<file path="src/rtl/fetch_unit_if.sv">
// ---------------------------------------------------------------------------
// fetch_unit_if
// Bundle between the instruction-fetch stage, the unified memory read port
// and the controller/datapath of the multicycle RV32I core.
//   master : controller/memory side (drives fetch requests and read data,
//            consumes the captured instruction, stall and counters)
//   slave  : fetch_unit side
// Signals
//   IRWrite, PCWrite_in, PC, ReadData, mem_ready : requests / memory return
//   PCWrite, Stall                               : gated controls back out
//   Instr, OldPC, Data                           : architectural registers
//   op, funct3, funct7b5, rs1, rs2, rd           : decoded Instr fields
//   fetch_err, fetch_cnt, stall_cnt              : status and counters
// ---------------------------------------------------------------------------
interface fetch_unit_if #(
  parameter int XLEN = 32,
  parameter int CNTW = 32
);
  logic            IRWrite;
  logic            PCWrite_in;
  logic [XLEN-1:0] PC;
  logic [XLEN-1:0] ReadData;
  logic            mem_ready;

  logic            PCWrite;
  logic            Stall;
  logic [XLEN-1:0] Instr;
  logic [XLEN-1:0] OldPC;
  logic [XLEN-1:0] Data;
  logic [6:0]      op;
  logic [2:0]      funct3;
  logic            funct7b5;
  logic [4:0]      rs1;
  logic [4:0]      rs2;
  logic [4:0]      rd;
  logic            fetch_err;
  logic [CNTW-1:0] fetch_cnt;
  logic [CNTW-1:0] stall_cnt;

  modport master (
    output IRWrite, PCWrite_in, PC, ReadData, mem_ready,
    input  PCWrite, Stall, Instr, OldPC, Data, op, funct3, funct7b5,
           rs1, rs2, rd, fetch_err, fetch_cnt, stall_cnt
  );

  modport slave (
    input  IRWrite, PCWrite_in, PC, ReadData, mem_ready,
    output PCWrite, Stall, Instr, OldPC, Data, op, funct3, funct7b5,
           rs1, rs2, rd, fetch_err, fetch_cnt, stall_cnt
  );
endinterface

</file>
<file path="src/rtl/fetch_unit.sv">
// ---------------------------------------------------------------------------
// fetch_unit
// Instruction-fetch stage of the multicycle RV32I core. Owns the instruction
// register (Instr), the PC of that instruction (OldPC) and the memory data
// register (Data). Holds the controller via Stall while a variable-latency
// memory has not yet returned the instruction word, and raises a sticky
// fetch_err when the wait exceeds TIMEOUT cycles.
// Ports
//   clk    : core clock
//   reset  : synchronous, active-high reset
//   bus    : fetch_unit_if.slave (see interface header for signal list)
// Parameters
//   XLEN    : datapath width
//   TIMEOUT : stall cycles before a pending fetch is declared failed (2..255)
//   CNTW    : width of the saturating performance counters
// ---------------------------------------------------------------------------
module fetch_unit #(
  parameter int XLEN    = 32,
  parameter int TIMEOUT = 16,
  parameter int CNTW    = 32
) (
  input  logic         clk,
  input  logic         reset,
  fetch_unit_if.slave  bus
);

  typedef enum logic [1:0] {
    S_IDLE = 2'd0,
    S_WAIT = 2'd1,
    S_ERR  = 2'd2
  } state_t;

  localparam logic [XLEN-1:0] NOP_INSTR = XLEN'(32'h0000_0013);
  localparam logic [7:0]      WCNT_LAST = 8'(TIMEOUT - 1);

  state_t          r_state;
  logic [7:0]      r_wcnt;
  logic [XLEN-1:0] r_instr;
  logic [XLEN-1:0] r_old_pc;
  logic [XLEN-1:0] r_data;
  logic [CNTW-1:0] r_fetch_cnt;
  logic [CNTW-1:0] r_stall_cnt;
  logic            r_fetch_err;
  logic            w_stall;

  // Counters stick at all-ones instead of wrapping.
  function automatic logic [CNTW-1:0] sat_inc(input logic [CNTW-1:0] v);
    return (&v) ? v : v + CNTW'(1);
  endfunction

  always_ff @(posedge clk) begin
    if (reset) begin
      r_state     <= S_IDLE;
      r_wcnt      <= 8'd0;
      r_instr     <= NOP_INSTR;
      r_old_pc    <= '0;
      r_data      <= '0;
      r_fetch_cnt <= '0;
      r_stall_cnt <= '0;
      r_fetch_err <= 1'b0;
    end else begin
      // Data accesses are single-cycle, so the data register just tracks
      // the read port every cycle regardless of fetch state.
      r_data <= bus.ReadData;
      case (r_state)
        S_IDLE: begin
          if (bus.IRWrite) begin
            if (bus.mem_ready) begin
              r_instr     <= bus.ReadData;
              r_old_pc    <= bus.PC;
              r_fetch_cnt <= sat_inc(r_fetch_cnt);
            end else begin
              r_state     <= S_WAIT;
              r_wcnt      <= 8'd1;
              r_stall_cnt <= sat_inc(r_stall_cnt);
            end
          end
        end
        S_WAIT: begin
          if (!bus.IRWrite) begin
            // Controller abandoned the fetch: drop it without capturing.
            r_state <= S_IDLE;
          end else if (bus.mem_ready) begin
            r_instr     <= bus.ReadData;
            r_old_pc    <= bus.PC;
            r_fetch_cnt <= sat_inc(r_fetch_cnt);
            r_state     <= S_IDLE;
          end else begin
            r_stall_cnt <= sat_inc(r_stall_cnt);
            r_wcnt      <= r_wcnt + 8'd1;
            // The IDLE cycle counted as stall #1, so reaching TIMEOUT-1 here
            // means this is stall cycle number TIMEOUT.
            if (r_wcnt == WCNT_LAST) begin
              r_state     <= S_ERR;
              r_fetch_err <= 1'b1;
            end
          end
        end
        S_ERR: begin
          r_state <= S_ERR;
        end
        default: begin
          r_state <= S_IDLE;
        end
      endcase
    end
  end

  always_comb begin
    w_stall = 1'b0;
    case (r_state)
      S_IDLE:  w_stall = bus.IRWrite & ~bus.mem_ready;
      S_WAIT:  w_stall = bus.IRWrite & ~bus.mem_ready;
      S_ERR:   w_stall = 1'b1;
      default: w_stall = 1'b0;
    endcase
  end

  assign bus.Stall     = w_stall;
  // Blocks the PC+4 update while the fetch it belongs to is still pending.
  assign bus.PCWrite   = bus.PCWrite_in & ~w_stall;
  assign bus.Instr     = r_instr;
  assign bus.OldPC     = r_old_pc;
  assign bus.Data      = r_data;
  assign bus.op        = r_instr[6:0];
  assign bus.funct3    = r_instr[14:12];
  assign bus.funct7b5  = r_instr[30];
  assign bus.rs1       = r_instr[19:15];
  assign bus.rs2       = r_instr[24:20];
  assign bus.rd        = r_instr[11:7];
  assign bus.fetch_err = r_fetch_err;
  assign bus.fetch_cnt = r_fetch_cnt;
  assign bus.stall_cnt = r_stall_cnt;

endmodule

</file>
<file path="src/flat_wrapper.sv">
// flat-port wrapper written by rule: the top's interface ports become plain ports
module fetch_unit_flat 
#(
  parameter int XLEN    = 32,
  parameter int TIMEOUT = 16,
  parameter int CNTW    = 32
)
  (clk, reset, bus_IRWrite, bus_PCWrite_in, bus_PC, bus_ReadData, bus_mem_ready, bus_PCWrite, bus_Stall, bus_Instr, bus_OldPC, bus_Data, bus_op, bus_funct3, bus_funct7b5, bus_rs1, bus_rs2, bus_rd, bus_fetch_err, bus_fetch_cnt, bus_stall_cnt);
  fetch_unit_if #(.XLEN(XLEN), .CNTW(CNTW)) bus_i ();
  input  logic clk;
  input  logic reset;
  input wire logic [$bits(bus_i.IRWrite)-1:0] bus_IRWrite;
  input wire logic [$bits(bus_i.PCWrite_in)-1:0] bus_PCWrite_in;
  input wire logic [$bits(bus_i.PC)-1:0] bus_PC;
  input wire logic [$bits(bus_i.ReadData)-1:0] bus_ReadData;
  input wire logic [$bits(bus_i.mem_ready)-1:0] bus_mem_ready;
  output wire logic [$bits(bus_i.PCWrite)-1:0] bus_PCWrite;
  output wire logic [$bits(bus_i.Stall)-1:0] bus_Stall;
  output wire logic [$bits(bus_i.Instr)-1:0] bus_Instr;
  output wire logic [$bits(bus_i.OldPC)-1:0] bus_OldPC;
  output wire logic [$bits(bus_i.Data)-1:0] bus_Data;
  output wire logic [$bits(bus_i.op)-1:0] bus_op;
  output wire logic [$bits(bus_i.funct3)-1:0] bus_funct3;
  output wire logic [$bits(bus_i.funct7b5)-1:0] bus_funct7b5;
  output wire logic [$bits(bus_i.rs1)-1:0] bus_rs1;
  output wire logic [$bits(bus_i.rs2)-1:0] bus_rs2;
  output wire logic [$bits(bus_i.rd)-1:0] bus_rd;
  output wire logic [$bits(bus_i.fetch_err)-1:0] bus_fetch_err;
  output wire logic [$bits(bus_i.fetch_cnt)-1:0] bus_fetch_cnt;
  output wire logic [$bits(bus_i.stall_cnt)-1:0] bus_stall_cnt;
  assign bus_i.IRWrite = bus_IRWrite;
  assign bus_i.PCWrite_in = bus_PCWrite_in;
  assign bus_i.PC = bus_PC;
  assign bus_i.ReadData = bus_ReadData;
  assign bus_i.mem_ready = bus_mem_ready;
  assign bus_PCWrite = bus_i.PCWrite;
  assign bus_Stall = bus_i.Stall;
  assign bus_Instr = bus_i.Instr;
  assign bus_OldPC = bus_i.OldPC;
  assign bus_Data = bus_i.Data;
  assign bus_op = bus_i.op;
  assign bus_funct3 = bus_i.funct3;
  assign bus_funct7b5 = bus_i.funct7b5;
  assign bus_rs1 = bus_i.rs1;
  assign bus_rs2 = bus_i.rs2;
  assign bus_rd = bus_i.rd;
  assign bus_fetch_err = bus_i.fetch_err;
  assign bus_fetch_cnt = bus_i.fetch_cnt;
  assign bus_stall_cnt = bus_i.stall_cnt;
  fetch_unit #(.XLEN(XLEN), .TIMEOUT(TIMEOUT), .CNTW(CNTW)) u_core (.clk(clk), .reset(reset), .bus(bus_i));
endmodule
</file>
<file path="config.mk">
export PLATFORM = sky130hd
export DESIGN_NAME = fetch_unit_flat
export DESIGN_NICKNAME = d
export VERILOG_FILES = /design/src/rtl/fetch_unit_if.sv /design/src/rtl/fetch_unit.sv /design/src/flat_wrapper.sv
export SDC_FILE = /design/constraint.sdc
export NUM_CORES = 1
export LEC_CHECK = 0
export ABC_AREA = 0
export BUFFER_PORTS_ARGS = -buffer_cell sky130_fd_sc_hd__buf_2
export CAP_MARGIN = 30
export CORE_MARGIN = 4
export CORE_UTILIZATION = 45
export CTS_CLUSTER_DIAMETER = 40
export DETAILED_ROUTE_END_ITERATION = 12
export PLACE_DENSITY_LB_ADDON = 0.3
export SLEW_MARGIN = 20
export SYNTH_ARGS = -nofsm -noshare
export SYNTH_HDL_FRONTEND = slang
export SYNTH_SLANG_ARGS = --single-unit
</file>
<file path="constraint.sdc">
create_clock -name clk -period 2.2 [get_ports clk]
set_input_delay 0.22 -clock clk [delete_from_list [all_inputs] [get_ports clk]]
set_output_delay 0.22 -clock clk [all_outputs]
set_load 0.02 [all_outputs]
</file>
# [Word level (Yosys, flattened, before mapping)]
# Index checks and enable logic that the tools add are counted.
[word_totals] inputBits=69 out_inout_bits=189 wordCells=48 reg_bits=171
[classes] n_reduce_logical=11 add_sub_neg=3 mux=12 n_eq_ne=8 bitwise=6
[ops] op="adder 32 x 1 -> 32 bit, second input constant" n=2
[ops] op="AND reduction 32 bit" n=2
[ops] op="two-way mux 8 bit" n=4
[ops] op="case mux 8 bit (2 select lines)" n=1
[ops] op="AND reduction 4 bit" n=3
[ops] op="two-way mux 2 bit" n=5
[ops] op="adder 8 x 1 -> 8 bit, second input constant" n=1
[ops] op="equality test 8 x 4 -> 1 bit, second input constant" n=1
[ops] op="!= test 2 bit, second input constant" n=4
[ops] op="case mux 2 bit (3 select lines)" n=1
[ops] op="AND reduction 3 bit" n=2
[ops] op="AND reduction 5 bit" n=1
[ops] op="!= test 4 x 3 -> 1 bit, second input constant" n=1
[ops] op="NOT 1 bit" n=4
[ops] op="AND 1 bit" n=2
[ops] op="equality test 2 x 1 -> 1 bit, second input constant" n=1
[ops] op="equality test 2 bit, second input constant" n=1
[ops] op="logical NOT 2 bit" n=1
[ops] op="case mux 1 bit (2 select lines)" n=1
[ops] op="nonzero test 2 bit" n=1
[ops] op="OR reduction 2 bit" n=1

# [Depth between registers and ports, before layout]
[depth] ltp_word=5 mapped_depth=7 ltp_nobuf=6

# [Worst setup path after synthesis]
# OpenSTA, ideal clock, no wires.
[synth_timing] path_kind="reg-to-reg" start="reg u_core.r_fetch_cnt[4] (netlist: u_core.bus.fetch_cnt[4])" end="reg u_core.r_fetch_cnt[28] (netlist: u_core.bus.fetch_cnt[28])" setup_ns=0.070 path_slack_ns=-0.150 period_less_slack_ns=2.350 stages_incl_launch_ff=6 arrival_time_ns=2.280 path_buffers=0 required_time_ns=2.130 cell_sequence="dfxtp_1 -> nand4_4 -> or4_4 -> or3_4 -> or4_1 -> a21oi_1"
[synth_via] elab_chain_len=3 elab_cells_between_ends=4 classes_between="1 x add/sub; 1 x bitwise; 2 x reduce/logical"
[synth_rtl] item="start: declaration" line="fetch_unit.sv:41" rtl="logic [CNTW-1:0] r_fetch_cnt;"
[synth_rtl] item="start signal: assignment" line="fetch_unit.sv:71" rtl="r_fetch_cnt <= sat_inc(r_fetch_cnt);"
[synth_rtl] item="start signal: assignment" line="fetch_unit.sv:86" rtl="r_fetch_cnt <= sat_inc(r_fetch_cnt);"
[synth_rtl] item="branches (longest 3 deep; another with adder 32 x 1 -> 32 bit)"
# Parallel ways; which one is timed is not known.
# A chain may end at the register's enable or synchronous reset.

# [Final worst setup path]
[layout_timing] start="reg u_core.r_fetch_cnt[13] (netlist: u_core.bus.fetch_cnt[13])" end="reg u_core.r_fetch_cnt[28] (netlist: u_core.bus.fetch_cnt[28])"
# Same word-level chain as after synthesis.

==> impl_results.md <==
* Status: complete, no violations
* CP Launch Type: register
* Sequential element share of the synthesized area at 0.489
* Clock power share at 0.431
* Synth unique cells at 55
* Initial antenna violation count at 0
* Initial Util at 0.460
* Leakage at 4.00 nW
* Design area at 9300 um^2
* Max Freq at 462 MHz
* Hold Crit Class: in2reg
* Die Span Y at 133 um
* Reg power frac at 0.483
* Hold path depth at 2
* CTS Buffer Depth at 2
* Share of layout cells above drive strength 1 at 0.333
* M1 WL at 8320 um
* Switching power at 1.79 mW
* Die area at 17600 um^2
* # IOs at 258
* PwrDens at 720 nW/um^2
* Reg2reg path depth at 5
* Least-Margin Pin Slew at 0.698 ns
* Worst setup EP type: register
* Sinks on Clock Net at 171
* Vias in the first global route at 5993
* Clk_lat worst skew at 0.43 ns
* Pre-CTS setup slack at 0.0744 ns
* Via Count at 6794
* Worst endpoint required time at 2.56 ns
* Detail Route met3 WL at 990 um
* Initial drt markers at 398
* Ant. Diodes at 0
* DRC violations left at 0
* # placed instances at 1251
* CTS root buf: clkbuf_16
* Combinational share of power at 0.087
* H-tree depth at 4
* Primary FF master, synth: dfxtp_1
* FF-to-FF Start: u_core.bus.fetch_cnt[13]$_SDFFE_PP0P_
* TritonCTS Buffers at 17
* WL/cell at 14.7 um
* Post-DP Area at 8550 um^2
* Post-route minimum period at 2.16 ns
* Reg clk slew, reported paths at 0.07 ns
* First-pass GRT wire length at 30000 um
* Mapped Area at 7000 um^2
* Final cell count without fillers at 1299
* Synthesized Nets at 903
* Synthesized flop and latch total at 171
* Routed WL at 19100 um
* Asr flop ratio synth at 0
* Count of warnings emitted by yosys at 0
* R2r setup slk at 0.04 ns
* Worst hold endpoint: u_core.bus.Data[11]$_SDFF_PP0_
* Max-Cap Viols at 0
* Clk_skew at 0.00902 ns
* HP Start: bus_ReadData[11]
* Drt pass-1 iters at 7
* CP max FO at 5
* P_int at 4.90 mW
* Core box area at 15200 um^2
* TritonCTS clock tree: done
* Leading cell type in the layout, fill and taps excluded: buf_2
* Hold Vio Cnt, Final at 0
* Fin worst setup slack at 0.0356 ns
* Total track usage at 0.207
* Pin count of the biggest net entering global routing at 86
* Reg-to-reg endpoint: u_core.bus.fetch_cnt[28]$_SDFFE_PP0P_
* ANT nets after route at 0
* Hold Slack at 0.0212 ns
* Vias/cell at 5.23
* Total power at 6.69 mW
* Slew headroom at 0.522
* RSZ-0062 raised after global routing: true
* Syn_area_per_cell at 8.42 um^2
* # fillers at 1385
* Met2 wire len at 9390 um
* Pins over their slew limit at 0
* Horiz. Die Dim at 133 um
* Maximum vdd ir drop at 0.498 mV
* Crit path arrival time at 2.52 ns
* Commonest non-fill, non-tap cells in the layout: buf_2, nand2_1, dfxtp_1
* Placer Congestion at 0.815
* Number of synthesized flops with an enable pin at 0
* Post-layout nets at 1170
* Total grt overflow at 0
* HPWL after detailed placement at 13700 um
* Highest Signal Layer: met4
* Sw Share at 0.268
* Final Cycle Share at 0.984
* Core Rows at 45
* Area grow syn2layout at 32.8%
* Critical path type: reg2reg
* Final Setup Violations at 0
* # port buffers at 257
* Cells after Synth at 831
==> metrics by stage <==
stage / utilization / TNS [ns]
2_1_floorplan: - / 0
3_3_place_gp: 0.562 / 0
6_report: 0.611 / 0
3_5_place_dp: 0.562 / 0
5_1_grt: 0.611 / -0.335
4_1_cts: 0.607 / 0
==> worst max path at each step <==
stage	start	end	cells after the start
CTS	u_core.bus.fetch_cnt[12]$_SDFFE_PP0P_	u_core.bus.fetch_cnt[24]$_SDFFE_PP0P_	5
floorplan	u_core.bus.fetch_cnt[7]$_SDFFE_PP0P_	u_core.bus.fetch_cnt[28]$_SDFFE_PP0P_	5
global placement	u_core.bus.fetch_cnt[12]$_SDFFE_PP0P_	u_core.bus.fetch_cnt[24]$_SDFFE_PP0P_	5
global route	u_core.bus.fetch_cnt[13]$_SDFFE_PP0P_	u_core.bus.fetch_cnt[28]$_SDFFE_PP0P_	5
finish	u_core.bus.fetch_cnt[13]$_SDFFE_PP0P_	u_core.bus.fetch_cnt[28]$_SDFFE_PP0P_	5
detailed placement	u_core.bus.fetch_cnt[12]$_SDFFE_PP0P_	u_core.bus.fetch_cnt[24]$_SDFFE_PP0P_	5
==> area by class of cell <==
| type | count | area (um^2) | area share |
|---|---|---|---|
| clock buffer | 17 | 425 | 0.0458 |
| clock inverter | 15 | 151 | 0.0163 |
| inverter | 9 | 33.8 | 0.00363 |
| multi-input combinational | 578 | 3200 | 0.344 |
| sequential | 171 | 3440 | 0.370 |
| tap | 188 | 235 | 0.0253 |
| timing repair buffer | 321 | 1810 | 0.195 |
==> layer usage <==
layer  global-route usage  up-vias
met5                    0        -
met4               0.0751        0
li1                     -     3430
met3               0.0502       27
met2                0.345      186
met1                0.262     3151
==> logic make-up (layout without fill, tap and decap cells) <==
kind of cell    after synthesis  count (layout)  synth area share
compound gates              177             177             0.145
xor+xnor                     17              17            0.0213
fa+ha+maj                     3               3           0.00536
buf+inv                      82             362            0.0581
flops                       171             171             0.489
mux                           4               4           0.00590
simple gates                377             377             0.275
==> power groups by stage <==
stage	Clock, mW	Sequential [mW]	Combinational (mW)
6_report	2.88	3.23	0.579
5_1_grt	3.08	3.24	0.630
4_1_cts	2.96	3.23	0.582
3_5_place_dp	0	3.30	0.565
3_3_place_gp	0	3.30	0.562
2_1_floorplan	0	3.41	0.245
==> cell usage after synthesis (3+ instances only) <==
library cell	instances	area [um^2]
a21oi_1	106	531
a22oi_1	3	22.5
and3_1	5	31.3
and4_1	9	78.8
buf_1	4	15.0
buf_4	26	195
clkbuf_1	42	158
dfxtp_1	171	3420
ha_1	3	37.5
inv_1	8	30.0
mux2i_1	3	30.0
nand2_1	163	612
nand3_1	33	165
nand4_1	17	106
nor2_1	32	120
nor2b_1	33	206
nor3_1	11	55.1
nor4_1	15	93.8
o21a_1	3	22.5
o21ai_0	31	155
o311ai_0	3	26.3
o31ai_1	15	113
or3_1	26	163
or4_1	15	113
xnor2_1	12	105
xor2_1	5	43.8
==> registers in the layout, indices dropped and copies added, names as in the netlist <==
| signal | flops |
|---|---|
| u_core.bus.Data | 32 |
| u_core.bus.Instr | 32 |
| u_core.bus.OldPC | 32 |
| u_core.bus.fetch_cnt | 32 |
| u_core.bus.fetch_err | 1 |
| u_core.bus.stall_cnt | 32 |
| u_core.r_state | 2 |
| u_core.r_wcnt | 8 |
==> critical path: stages, from the launching register on <==
cell and delay [ns]:
dfxtp_2 0.36, nand4_1 0.16, or4_4 0.57, or3_4 0.40, or4_1 0.47, a21oi_1 0.14
==> repair_timing <==
item | in CTS | in global routing
endpoints found under the hold margin | 11 | 1
hold buffers | 10 | 1
setup endpoints to repair | 0 | 13
buffers inserted | 0 | 4
gates resized for setup | 0 | 7
Note: power is estimated with default switching activity, not from simulation.
